**src/rtl/vend_controller.sv**
```systemverilog
// Vending transaction sequencer: coin credit, price check, item handshake, greedy change payout.
// All outputs registered; valid outputs hold with stable data until the matching ready is sampled.
module vend_controller #(
   parameter int TIMEOUT_CYCLES = 1000
) (
   input  logic       clk,
   input  logic       rst_n,
   input  logic       coin_valid,
   input  logic [7:0] coin_value,
   input  logic       sel_valid,
   input  logic [2:0] sel_type,
   input  logic       cancel,
   input  logic       item_ready,
   input  logic       coin_out_ready,
   output logic [7:0] credit,
   output logic       item_valid,
   output logic [2:0] item_type,
   output logic       coin_out_valid,
   output logic [7:0] coin_out_value,
   output logic       coin_reject,
   output logic       sel_nack,
   output logic       done,
   output logic       busy
);

   typedef enum logic [2:0] {IDLE, COLLECT, VEND, CHANGE, DONE} state_t;

   localparam int TW = (TIMEOUT_CYCLES > 2) ? $clog2(TIMEOUT_CYCLES) : 1;
   localparam logic [TW-1:0] TLAST = TW'(TIMEOUT_CYCLES - 1);

   state_t        state;
   logic [7:0]    price;
   logic [TW-1:0] tcnt;

   function automatic logic [7:0] price_of(input logic [2:0] code);
      case (code)
         3'd1:    price_of = 8'd110;
         3'd2:    price_of = 8'd150;
         3'd3:    price_of = 8'd190;
         3'd4:    price_of = 8'd230;
         3'd5:    price_of = 8'd243;
         3'd6:    price_of = 8'd30;
         default: price_of = 8'd0;
      endcase
   endfunction

   function automatic logic [7:0] greedy(input logic [7:0] rem);
      if (rem >= 8'd50)      greedy = 8'd50;
      else if (rem >= 8'd10) greedy = 8'd10;
      else if (rem >= 8'd5)  greedy = 8'd5;
      else                   greedy = 8'd1;
   endfunction

   logic [8:0] sum;
   logic       coin_ok;
   logic [7:0] sel_price;
   logic       sel_ok;
   logic [7:0] vend_rem;
   logic [7:0] chg_rem;
   logic       timeout;

   assign sum       = {1'b0, credit} + {1'b0, coin_value};
   assign coin_ok   = coin_valid && (coin_value != 8'd0) && (sum <= 9'd255);
   assign sel_price = price_of(sel_type);
   assign sel_ok    = (sel_price != 8'd0) && (credit >= sel_price);
   assign vend_rem  = credit - price;
   assign chg_rem   = credit - coin_out_value;
   assign timeout   = !sel_valid && !coin_valid && (tcnt == TLAST);

   always_ff @(posedge clk or negedge rst_n) begin
      if (!rst_n) begin
         state          <= IDLE;
         price          <= 8'd0;
         tcnt           <= '0;
         credit         <= 8'd0;
         item_valid     <= 1'b0;
         item_type      <= 3'd0;
         coin_out_valid <= 1'b0;
         coin_out_value <= 8'd0;
         coin_reject    <= 1'b0;
         sel_nack       <= 1'b0;
         done           <= 1'b0;
         busy           <= 1'b0;
      end else begin
         coin_reject <= 1'b0;
         sel_nack    <= 1'b0;
         done        <= 1'b0;
         case (state)
            IDLE: begin
               tcnt <= '0;
               if (sel_valid) sel_nack <= 1'b1;
               if (coin_ok) begin
                  credit <= sum[7:0];
                  state  <= COLLECT;
               end else if (coin_valid) begin
                  coin_reject <= 1'b1;
               end
            end
            COLLECT: begin
               // Cancel (explicit or timeout) and accepted selections consume the cycle's coin.
               if (cancel || timeout) begin
                  state          <= CHANGE;
                  busy           <= 1'b1;
                  tcnt           <= '0;
                  coin_out_valid <= 1'b1;
                  coin_out_value <= greedy(credit);
                  if (coin_valid) coin_reject <= 1'b1;
               end else if (sel_valid && sel_ok) begin
                  state      <= VEND;
                  busy       <= 1'b1;
                  tcnt       <= '0;
                  item_valid <= 1'b1;
                  item_type  <= sel_type;
                  price      <= sel_price;
                  if (coin_valid) coin_reject <= 1'b1;
               end else begin
                  if (sel_valid) sel_nack <= 1'b1;
                  if (coin_ok) credit <= sum[7:0];
                  else if (coin_valid) coin_reject <= 1'b1;
                  if (sel_valid || coin_valid) tcnt <= '0;
                  else tcnt <= tcnt + 1'b1;
               end
            end
            VEND: begin
               if (coin_valid) coin_reject <= 1'b1;
               if (item_ready) begin
                  item_valid <= 1'b0;
                  if (vend_rem == 8'd0) begin
                     state  <= DONE;
                     done   <= 1'b1;
                     credit <= 8'd0;
                  end else begin
                     state          <= CHANGE;
                     credit         <= vend_rem;
                     coin_out_valid <= 1'b1;
                     coin_out_value <= greedy(vend_rem);
                  end
               end
            end
            CHANGE: begin
               if (coin_valid) coin_reject <= 1'b1;
               if (coin_out_ready) begin
                  if (chg_rem == 8'd0) begin
                     state          <= DONE;
                     done           <= 1'b1;
                     credit         <= 8'd0;
                     coin_out_valid <= 1'b0;
                     coin_out_value <= 8'd0;
                  end else begin
                     credit         <= chg_rem;
                     coin_out_value <= greedy(chg_rem);
                  end
               end
            end
            DONE: begin
               if (coin_valid) coin_reject <= 1'b1;
               state  <= IDLE;
               busy   <= 1'b0;
               credit <= 8'd0;
            end
            default: state <= IDLE;
         endcase
      end
   end

endmodule
```
**config.mk**
```make
export PLATFORM = sky130hd
export DESIGN_NAME = vend_controller
export DESIGN_NICKNAME = d
export VERILOG_FILES = /design/src/rtl/vend_controller.sv
export SDC_FILE = /design/constraint.sdc
export NUM_CORES = 1
export LEC_CHECK = 0
export ABC_AREA = 0
export CELL_PAD_IN_SITES_DETAIL_PLACEMENT = 2
export CELL_PAD_IN_SITES_GLOBAL_PLACEMENT = 2
export CORE_MARGIN = 3
export CORE_UTILIZATION = 30
export CTS_CLUSTER_SIZE = 30
export DETAILED_ROUTE_END_ITERATION = 10
export GPL_ROUTABILITY_DRIVEN = 1
export HOLD_SLACK_MARGIN = 0.06
export PLACE_DENSITY = 0.81
export RECOVER_POWER = 50
export SKIP_LAST_GASP = 1
export SLEW_MARGIN = 40
export SYNTH_ARGS = -nofsm -noshare
export SYNTH_HDL_FRONTEND = slang
export SYNTH_SLANG_ARGS = --single-unit
```
**constraint.sdc**
```tcl
create_clock -name clk -period 7.3 [get_ports clk]
set_clock_uncertainty 0.1 [all_clocks]
set_input_delay 1.095 -clock clk [delete_from_list [all_inputs] [get_ports clk]]
set_output_delay 1.095 -clock clk [all_outputs]
set_load 0.02 [all_outputs]
```
==> flow_metrics.py, run 1 <==
metrics = {
    "outcome": {
        "outcome": "complete, but fails checks",
        "violations": "max-capacitance violations, max-slew violations",
    },
    "synth": {
        "synth_edf_count": 0,
        "synthSimpleGateAreaFrac_pct": 22.39,
        "muxShareOfSynthArea_pct": 4.543,
        "synth_xor_area_share_pct": 3.861,
        "synth_cells": 465,
        "avgSynthCellArea_sq_um": 8.293,
        "yosysMostFrequentCell": "o21ai_0",
        "ys_ff_latch": 43,
        "yosysWarnings": 0,
        "ys_seq_area_share_pct": 27.90,
        "synth_area_sq_um": 3856,
        "synth_top_family_by_area": "compound AO/OA/AOI/OAI gates",
        "yosys.area.top_type": "dfrtp_1",
        "ys_async_sr_fraction_pct": 100.0,
        "synth_top_cell_area_share_pct": 27.90,
        "yosys.area_share.adder_pct": 11.62,
        "ys_top_cells_by_area": "dfrtp_1 (28%), ha_1 (10%), o21ai_0 (6.0%)",
        "synth_compound_area_share_pct": 24.30,
        "ys_types": 73,
        "ys.flop_type": "dfrtp_1",
        "yosys-top-cells-count": "o21ai_0 (46), nand2_1 (44), dfrtp_1 (43)",
    },
    "sta": {
        "fin_crit_sh_pct": 56.95,
        "whs_ps": 386.1,
        "setup_viol": 0,
        "rsz0062_at_grt": "false",
        "clock.fmax_mhz": 240.6,
        "worst_pin_slew_ps": 2500,
        "report.final.slew_viol_count": 44,
        "finalHoldViolations": 0,
        "tns_ps": 0,
        "relSlewSlack_pct": -66.69,
        "period_minus_slack_ps": 4157,
    },
    "grt": {
        "grt_use_total_pct": 19.61,
        "grt_max_degree": 44,
        "grt_pass1_vias": 4182,
        "grt_pass1_wl_microns": 22540,
        "antenna_found_initial": 0,
        "overflow": 0,
    },
    "finish": {
        "design_area_sq_um": 4579,
        "layout-drive-gt1-share_pct": 7.400,
        "stdcell_count": 668,
        "nNetsFinal": 551,
        "multiInputGateArea_sq_um": 2582,
        "n_antenna_cell": 0,
        "seq_area_sq_um": 1077,
        "areaGrowthSynthToFinish_pct": 18.75,
        "fillers": 1412,
    },
    "clocking": {
        "cts_hold_buffers": 0,
        "clk_path_buf_depth": 2,
        "path_clk_slew_ps": 70,
        "cts_setup_buffers": 0,
        "numCtsBuffers": 5,
        "cts_num_sinks": 43,
        "post_cts_resized": 0,
        "insertion_delay_ps": 300,
        "cts_tree": "done",
        "cts_root_buf": "clkbuf_16",
        "cts.htree.levels": 2,
    },
    "worst_setup_path": {
        "critPathRequiredTime_ps": 7380,
        "critPathMostFrequentCell": "ha_1",
        "cp_max_fo": 10,
        "endpoint_kind": "flip-flop",
        "cp_cell_sequence": "clkdlybuf4s50_1 > ha_1 > inv_1 > a211o_1 > ha_1 > a21o_1 > or4_2 > o21a_4 > nor3_2 > a211oi_4 > mux2_2",
        "path_buf_inv": 2,
        "arrival_ps": 4240,
        "crit_family": "compound AO/OA/AOI/OAI gates",
        "crit_path_top_delay_cell": "clkdlybuf4s50_1",
        "slowest_delay_ps": 660,
        "startpoint_type": "input port",
        "critPathKind": "input port to flip-flop",
    },
    "placement": {
        "placed_cells": 659,
        "dp_hpwl_microns": 10340,
        "gp_congestion": 0.8304,
        "placed_cell_area_sq_um": 4399,
        "port_buffers": 40,
    },
    "floorplanning": {
        "std_cell_rows": 40,
        "dieArea_sq_um": 14250,
        "die_height_microns": 119.4,
        "coreArea_sq_um": 12260,
        "io_pins": 43,
        "die_x_microns": 119.4,
        "start_util_pct": 31.45,
    },
    "flow_run": {
        "maxCapViolCount": 1,
    },
    "routing": {
        "avgRoutedWirePerCell_microns": 20.45,
        "routed_via_density": 5.617,
        "via_count": 3752,
        "drtIter0Drc": 144,
        "drt_pass1_iterations": 4,
        "wl_microns": 13660,
        "drc": 0,
        "ant_nets": 0,
    },
    "power": {
        "finalPower_uw": 2594,
        "p_leak_uw": 0.001935,
        "ir_drop_v": 0.0001205,
        "powerDensity_nw_per_um2": 566.4,
    },
    "min_path": {
        "hold_path_class": "flip-flop to flip-flop",
    },
}
==> worst paths after layout <==
check                             from                 to  slack (ps)  cells after the start
setup / recovery           sel_type[2]          credit[7]        3140                     11
hold / removal                 tcnt[9]            tcnt[9]         390                      1
setup reg to reg             credit[0]  coin_out_value[2]        3400                     10
hold reg to reg                tcnt[9]            tcnt[9]         390                      1
max in group asynchronous        rst_n           state[0]        4030                      1
min in group asynchronous        rst_n  coin_out_value[0]        1460                      1
==> placed cells by master (no fill, tap or decap), drive strengths merged, types with 3 or more instances in the layout <==
cell	Yosys	routed
nor3	12	12
xor2	8	8
fa	3	3
mux2	12	12
or4	3	3
nor4b	3	3
o21a	10	10
mux2i	4	4
o31ai	4	4
inv	36	37
clkdlybuf4s50	0	28
a211o	3	3
o2111ai	3	3
dlygate4sd3	0	11
o22ai	4	4
dfrtp	43	43
nor2b	4	4
o311a	3	3
a31oi	7	7
a211oi	6	6
xnor2	9	9
nand3	13	13
and2	5	5
and3	5	5
a21o	7	7
or2	4	4
a21oi	18	18
ha	31	31
nor2	42	42
o211ai	4	4
clkbuf	10	6
nor4	11	11
nand2	44	44
nand2b	6	6
nand4	4	4
o21ai	46	46
==> stage by stage <==
stage / worst slack (ps) / utilization, %
final: 3143 / 37.35
after global routing: 2930 / 37.35
after CTS: 3012 / 37.29
after detailed placement: 2734 / 35.88
after global placement: 2831 / 35.86
after floorplan: 3630 / -
==> sequential cells by signal, indices dropped and copies added, names as in the netlist <==
register	cells
done	1
state	3
coin_out_value	5
price	8
item_valid	1
busy	1
item_type	3
sel_nack	1
coin_reject	1
credit	8
tcnt	10
coin_out_valid	1
==> report_power, final <==
| part | leakage, uW | switching [uW] | internal [uW] |
|---|---|---|---|
| registers | 0.000546 | 157 | 318 |
| logic | 0.00130 | 1100 | 743 |
| clock network | 0.0000844 | 109 | 164 |
==> cell type report <==
class                   count  area share [%]
clock buffers               5           2.732
multi-input cells         372           56.39
clock inverters             3           1.038
flip-flops and latches     43           23.52
repair buffers             41           8.770
inverters                  36           2.951
well taps                 168           4.590
==> routing by layer <==
metal | wire length [microns] | track usage [%] | up-vias
met1 | 6091 | 25.18 | 1890
met5 | 0 | 0 | -
li1 | - | - | 1783
met4 | 323 | 5.512 | 0
met3 | 286 | 2.564 | 25
met2 | 6958 | 34.44 | 54
==> worst reg2reg max path, cell delays in order (launching register included) <==
cell and delay (ps):
dfrtp_1 440, inv_1 200, ha_1 220, inv_1 70, fa_1 450, a211oi_1 380
nor4_1 100, nor3_1 450, nand4_1 460, or4b_2 770, a31oi_1 180
==> kinds of logic (layout without fill, tap and decap cells) <==
family,after synthesis,after routing
AND/OR/NAND/NOR,167,167
AO/OA/AOI/OAI,136,136
flip-flops,43,43
multiplexers,16,16
adder cells (fa/ha/maj),34,34
buffers and inverters,51,85
XOR/XNOR,17,17
other,1,2
Power figures use the tool's default switching activity.
==> inputs of run 2 (changes only) <==
==> constraint.sdc (replaced) <==
create_clock -name clk -period 4.1 [get_ports clk]
set_clock_uncertainty 0.1 [all_clocks]
set_input_delay 0.615 -clock clk [delete_from_list [all_inputs] [get_ports clk]]
set_output_delay 0.615 -clock clk [all_outputs]
set_load 0.02 [all_outputs]
==> run 2 against run 1 <==
Compared with the run above: final area up 1.3%; clock power increased by 77%; wire length grew 0.95%; the run still ends with max-capacitance violations, max-slew violations left; clock-buffer cell count stayed put; via count rose by 0.16%; register-to-register slack worse by 3100 ps; sequential cell count is the same; largest power group unchanged; first-iteration DRC count fell by 15%; worst setup slack got worse by 2800 ps; worst hold slack improved by 4.7 ps.
==> flow_metrics.py, run 2 (synthesized netlist as in run 1, its figures left out) <==
metrics = {
    "outcome": {
        "outcome": "complete, but fails checks",
        "violations": "max-capacitance violations, max-slew violations",
    },
    "finish": {
        "reg.largest.list": "tcnt x10, credit x8, price x8",
        "n_antenna_cell": 0,
        "regMostFlops": "tcnt",
        "largest_register_ffs": 10,
        "layout-drive-gt1-share_pct": 8.661,
        "nNetsFinal": 559,
        "final_common_cell": "o21ai_0",
        "areaGrowthSynthToFinish_pct": 20.25,
        "layout_common_cells": "o21ai_0 (46), nand2_1 (44), nor2_1 (42), dfrtp_1 (42), inv_1 (36)",
    },
    "placement": {
        "gp_congestion": 0.8062,
        "port_buffers": 40,
        "dp_hpwl_microns": 10700,
    },
    "min_path": {
        "hold_path_class": "flip-flop to flip-flop",
        "hp-start": "price[5]",
        "hold_depth": 2,
        "worstHoldEndpoint": "price[5]",
    },
    "power": {
        "swShare_pct": 52.33,
        "p_seq_share_pct": 16.6,
        "pwr-share-clk_pct": 10.2,
        "p_leak_uw": 0.001972,
        "ir_drop_v": 0.0002805,
        "power_frac_comb_pct": 73.2,
        "power.net_switching_uw": 2466,
        "powerDensity_nw_per_um2": 1016,
        "internal_power_uw": 2247,
        "finalPower_uw": 4713,
    },
    "grt": {
        "grt_pass1_vias": 4182,
        "antenna_found_initial": 0,
        "grt_max_degree": 44,
        "grt_use_total_pct": 19.96,
        "grt_pass1_wl_microns": 22930,
        "overflow": 0,
    },
    "sta": {
        "finalHoldViolations": 0,
        "report.final.slew_viol_count": 44,
        "relSlewSlack_pct": -66.13,
        "period_minus_slack_ps": 3803,
        "setup_viol": 0,
        "tns_ps": 0,
        "fin_crit_sh_pct": 92.76,
        "worst_pin_slew_ps": 2492,
        "clock.fmax_mhz": 262.9,
        "rsz0062_at_grt": "false",
    },
    "worst_setup_path": {
        "startpoint_type": "flip-flop",
        "slowest_delay_ps": 550,
        "crit_path_top_delay_cell": "o31ai_2",
        "cp_cell_sequence": "inv_1 > ha_1 > inv_1 > fa_1 > a211oi_1 > nor2_1 > xnor2_1 > o2111ai_1 > o31ai_2 > or3b_1 > o211ai_1",
        "critPathMostFrequentCell": "inv_1",
        "critPathKind": "flip-flop to flip-flop",
        "r2r_slack_ps": 300,
        "critPathRequiredTime_ps": 4160,
        "endpoint_kind": "flip-flop",
        "arrival_ps": 3860,
        "r2r_cells": 11,
        "crit_path_start": "credit[0]",
        "reg2reg_from": "credit[0]",
        "cp_max_fo": 8,
        "timing.rr.end": "coin_out_value[3]",
    },
    "routing": {
        "drc": 0,
        "routed_via_density": 5.559,
        "avgRoutedWirePerCell_microns": 20.40,
        "drt_pass1_iterations": 4,
        "wl_microns": 13790,
        "ant_nets": 0,
        "via_count": 3758,
        "drtIter0Drc": 123,
    },
    "floorplanning": {
        "die_height_microns": 119.4,
        "coreArea_sq_um": 12260,
        "std_cell_rows": 40,
        "dieArea_sq_um": 14250,
        "die_x_microns": 119.4,
        "io_pins": 43,
        "start_util_pct": 31.45,
    },
    "clocking": {
        "numCtsBuffers": 5,
        "cts_setup_buffers": 0,
        "post_cts_resized": 0,
        "insertion_delay_ps": 300,
        "path_clk_slew_ps": 70,
        "cts_tree": "done",
        "cts.htree.levels": 2,
        "cts_num_sinks": 43,
        "clk_path_buf_depth": 2,
        "cts_root_buf": "clkbuf_16",
        "cts_hold_buffers": 0,
    },
    "flow_run": {
        "maxCapViolCount": 1,
    },
}
-- run 2: changes by cell type in the layout (fill, tap and decap cells not counted) --
cell	delta
buf_4	+8
nor2_1	+1
nor2_2	-1
-- run 2: worst max-delay path: cells and delay by family (launching register included) --
family | cells | cell delay [ps]
AND/OR/NAND/NOR | 2 | 310
XOR/XNOR | 1 | 390
flip-flops | 1 | 460
AO/OA/AOI/OAI | 4 | 1450
adder cells (fa/ha/maj) | 2 | 690
buffers and inverters | 2 | 270
-- run 2: layer usage --
metal / global-route usage (%) / share of wire (%) / vias up
met4: 4.581 / 1.7 / 0
met5: 0 / 0 / -
met3: 1.994 / 2.4 / 17
li1: - / - / 1790
met2: 37.20 / 52 / 60
met1: 24.66 / 43 / 1891
-- run 2: worst max path at each step --
stage | slack, ps | endpoint | cells past startpoint
6_report | 300 | coin_out_value[3] | 11
4_1_cts | 290 | coin_out_value[3] | 11
3_5_place_dp | 170 | credit[0] | 11
5_1_grt | 10 | coin_out_value[4] | 11
2_1_floorplan | 910 | credit[0] | 10
3_3_place_gp | 260 | credit[3] | 11
-- run 2: stage by stage --
| step | hold slack (ps) | util, % | cells | setup slack (ps) | area, sq um |
|---|---|---|---|---|---|
| after floorplan | 219.4 | - | 466 | 910.1 | 3860 |
| after global placement | 368.0 | 36.41 | 668 | 262.6 | 4464 |
| after detailed placement | 379.5 | 36.43 | 668 | 168.7 | 4467 |
| after CTS | 230.0 | 37.84 | 676 | 289.9 | 4639 |
| after global routing | 431.0 | 37.82 | 676 | 13.65 | 4637 |
| final | 390.8 | 37.82 | 676 | 296.6 | 4637 |
-- run 2: cell type report --
cell class	instances	area, sq um
fill	1387	7625
multi-input combinational	372	2580
sequential	43	1077
timing repair buffer	49	461.7
tap	168	210.2
inverter	36	135.1
clock buffer	5	125.1
clock inverter	3	47.55
-- run 2: power groups by stage --
stage | clock [uW] | sequential (uW) | combinational [uW]
4_1_cts | 492 | 783 | 3460
2_1_floorplan | 0 | 810 | 2250
5_1_grt | 505 | 802 | 3820
3_3_place_gp | 0 | 778 | 3220
3_5_place_dp | 0 | 790 | 3410
6_report | 481 | 783 | 3450
==> inputs of run 3 (changes only) <==
--- a/config.mk
+++ b/config.mk
@@ -5,7 +5,7 @@
 export SDC_FILE = /design/constraint.sdc
 export NUM_CORES = 1
 export LEC_CHECK = 0
-export ABC_AREA = 0
+export ABC_AREA = 1
 export CELL_PAD_IN_SITES_DETAIL_PLACEMENT = 2
 export CELL_PAD_IN_SITES_GLOBAL_PLACEMENT = 2
 export CORE_MARGIN = 3
@@ -14,7 +14,7 @@
 export DETAILED_ROUTE_END_ITERATION = 10
 export GPL_ROUTABILITY_DRIVEN = 1
 export HOLD_SLACK_MARGIN = 0.06
-export PLACE_DENSITY = 0.81
+export PLACE_DENSITY = 0.88
 export RECOVER_POWER = 50
 export SKIP_LAST_GASP = 1
 export SLEW_MARGIN = 40
==> run 3 against run 2 <==
Compared with the run above: the flow still finishes with violations (max-capacitance violations, max-slew violations); maximum frequency up 15%; first-iteration DRC count up 19%; worst setup slack better by 480 ps; synthesized area up 3.6%.
==> flow_metrics.py, run 3 <==
metrics = {
    "synth": {
        "ys_seq_area_share_pct": 26.94,
        "synth_xor_area_share_pct": 2.412,
        "synth_cells": 597,
        "synth_compound_area_share_pct": 12.12,
        "yosysWarnings": 0,
        "yosys.area.top_type": "dfrtp_1",
        "synth_edf_count": 0,
        "synth_top_cell_area_share_pct": 26.94,
        "ys_types": 43,
        "yosys-top-cells-count": "nand2_1 (170), inv_1 (83), nand3_1 (50)",
        "synthSimpleGateAreaFrac_pct": 36.40,
        "ys_async_sr_fraction_pct": 100.0,
        "muxShareOfSynthArea_pct": 0,
        "ys_top_cells_by_area": "dfrtp_1 (27%), nand2_1 (16%), ha_1 (9.7%)",
        "synth_area_sq_um": 3994,
        "yosys.area_share.adder_pct": 11.22,
        "ys_ff_latch": 43,
        "yosysMostFrequentCell": "nand2_1",
        "avgSynthCellArea_sq_um": 6.690,
        "synth_top_family_by_area": "simple AND/OR/NAND/NOR gates",
        "ys.flop_type": "dfrtp_1",
    },
    "floorplanning": {
        "start_util_pct": 31.14,
        "die_height_microns": 121.4,
        "io_pins": 43,
        "coreArea_sq_um": 12820,
        "std_cell_rows": 41,
        "dieArea_sq_um": 14730,
        "die_x_microns": 121.4,
    },
    "finish": {
        "areaGrowthSynthToFinish_pct": 17.95,
        "regMostFlops": "tcnt",
        "fillers": 1521,
        "n_antenna_cell": 0,
        "largest_register_ffs": 10,
        "seq_area_sq_um": 1076,
        "nNetsFinal": 686,
        "layout-drive-gt1-share_pct": 7.717,
        "layout_common_cells": "nand2_1 (170), inv_1 (83), nand3_1 (50)",
        "design_area_sq_um": 4711,
        "reg.largest.list": "tcnt x10, credit x8, price x8",
        "final_common_cell": "nand2_1",
        "multiInputGateArea_sq_um": 2490,
    },
    "outcome": {
        "outcome": "complete, but fails checks",
        "violations": "max-capacitance violations, max-slew violations",
    },
    "sta": {
        "clock.fmax_mhz": 301.3,
        "relSlewSlack_pct": -77.65,
        "worst_pin_slew_ps": 2665,
        "report.final.slew_viol_count": 44,
        "fin_crit_sh_pct": 80.94,
        "rsz0062_at_grt": "false",
        "tns_ps": 0,
        "finalHoldViolations": 0,
        "setup_viol": 0,
        "period_minus_slack_ps": 3319,
    },
    "clocking": {
        "post_cts_resized": 0,
        "cts.htree.levels": 2,
        "cts_hold_buffers": 0,
        "insertion_delay_ps": 300,
        "cts_setup_buffers": 0,
        "cts_root_buf": "clkbuf_16",
        "path_clk_slew_ps": 70,
        "clk_path_buf_depth": 2,
        "cts_tree": "done",
        "numCtsBuffers": 5,
        "cts_num_sinks": 43,
    },
    "worst_setup_path": {
        "crit_family": "simple AND/OR/NAND/NOR gates",
        "slowest_delay_ps": 610,
        "endpoint_kind": "flip-flop",
        "critPathKind": "input port to flip-flop",
        "critPathRequiredTime_ps": 4160,
        "startpoint_type": "input port",
        "arrival_ps": 3380,
        "path_buf_inv": 3,
        "crit_path_top_delay_cell": "clkdlybuf4s50_1",
        "cp_max_fo": 20,
        "cp_cell_sequence": "clkdlybuf4s50_1 > nand2_2 > nor2_2 > inv_1 > nand2_2 > o21ai_0 > ha_1 > nand2_1 > nor2_1 > nand4_1 > nand3_1 > nand3_2 > nor2_4 > inv_2 > nand2_1 > o21ai_1",
    },
    "placement": {
        "dp_hpwl_microns": 12050,
        "gp_congestion": 0.8374,
        "placed_cell_area_sq_um": 4537,
        "port_buffers": 40,
    },
    "grt": {
        "grt_pass1_wl_microns": 25220,
        "grt_pass1_vias": 4728,
        "grt_max_degree": 44,
        "grt_use_total_pct": 21.84,
        "antenna_found_initial": 0,
        "overflow": 0,
    },
    "routing": {
        "drt_pass1_iterations": 4,
        "via_count": 4241,
        "drtIter0Drc": 146,
        "avgRoutedWirePerCell_microns": 19.45,
        "routed_via_density": 5.255,
        "wl_microns": 15700,
        "ant_nets": 0,
        "drc": 0,
    },
    "min_path": {
        "hold_path_class": "flip-flop to flip-flop",
    },
    "flow_run": {
        "maxCapViolCount": 1,
    },
}
run 3: changes by cell type after synthesis, moves of 7 or more:
cell      change
nand2_1     +126
clkbuf_1      -9
nor4_1        -9
a21o_1        -7
inv_2         +9
o21ai_1      +13
inv_1        +47
nand3_1      +37
o21ai_0      -18
o21a_1        -7
nand4_1      +11
nand2_2       +7
mux2_2       -12
run 3: logic make-up (layout without fill, tap and decap cells):
logic type | Yosys count | after routing
and+or+nand+nor | 320 | 320
buffers and inverters | 105 | 142
AOI/OAI and AO/OA | 83 | 83
DFF | 43 | 43
adders and majority gates | 34 | 34
xor gates and xnor gates | 11 | 11
other | 1 | 2
run 3: cell type report:
class / instances / share of cell area, %
flip-flops and latches: 43 / 22.84
well taps: 172 / 4.568
inverters: 93 / 7.437
repair buffers: 41 / 8.526
multi-input cells: 450 / 52.86
clock inverters: 2 / 0.8234
clock buffers: 6 / 2.948
run 3: stage by stage:
stage	util [%]	instances	hold WS, ps	setup slack, ps
final	36.73	807	374.0	781.5
after global routing	36.73	807	414.8	524.3
after CTS	36.76	807	262.5	798.6
after detailed placement	35.38	799	378.7	545.2
after global placement	35.36	799	353.6	813.8
after floorplan	-	598	219.4	1682
run 3: path summary, 6_finish.rpt:
path                                   start           endpoint  slack, ps  cells past startpoint
worst max-delay path             sel_type[2]           price[6]        780                     16
worst min-delay path            item_type[0]       item_type[0]        370                      2
worst max register to register     credit[0]           state[1]       1020                     13
worst min register to register  item_type[0]       item_type[0]        370                      2
max in group asynchronous              rst_n            tcnt[9]       1340                      1
min in group asynchronous              rst_n  coin_out_value[1]       1070                      1
run 3: worst register-to-register path: stages, from the launching register on:
cell	delay (ps)
dfrtp_1	450
inv_1	230
ha_1	190
inv_1	70
fa_1	430
xnor2_1	340
inv_1	130
nor2_1	100
nand2_1	80
nor2_1	150
nand3_2	180
nand2_1	120
nand4_1	180
o21ai_1	240
run 3: per-layer routing:
metal  vias up  part of all wire [%]  GRT usage, %
li1       2013                     -             -
met1      2107                    42         26.77
met2        89                    51         40.00
met3        32                   3.6         2.331
met4         0                   2.6         6.513
met5         -                     0             0
Power of run 3 is not shown: default switching activity piles up to over one toggle a cycle in this logic, so the estimate is an artifact.
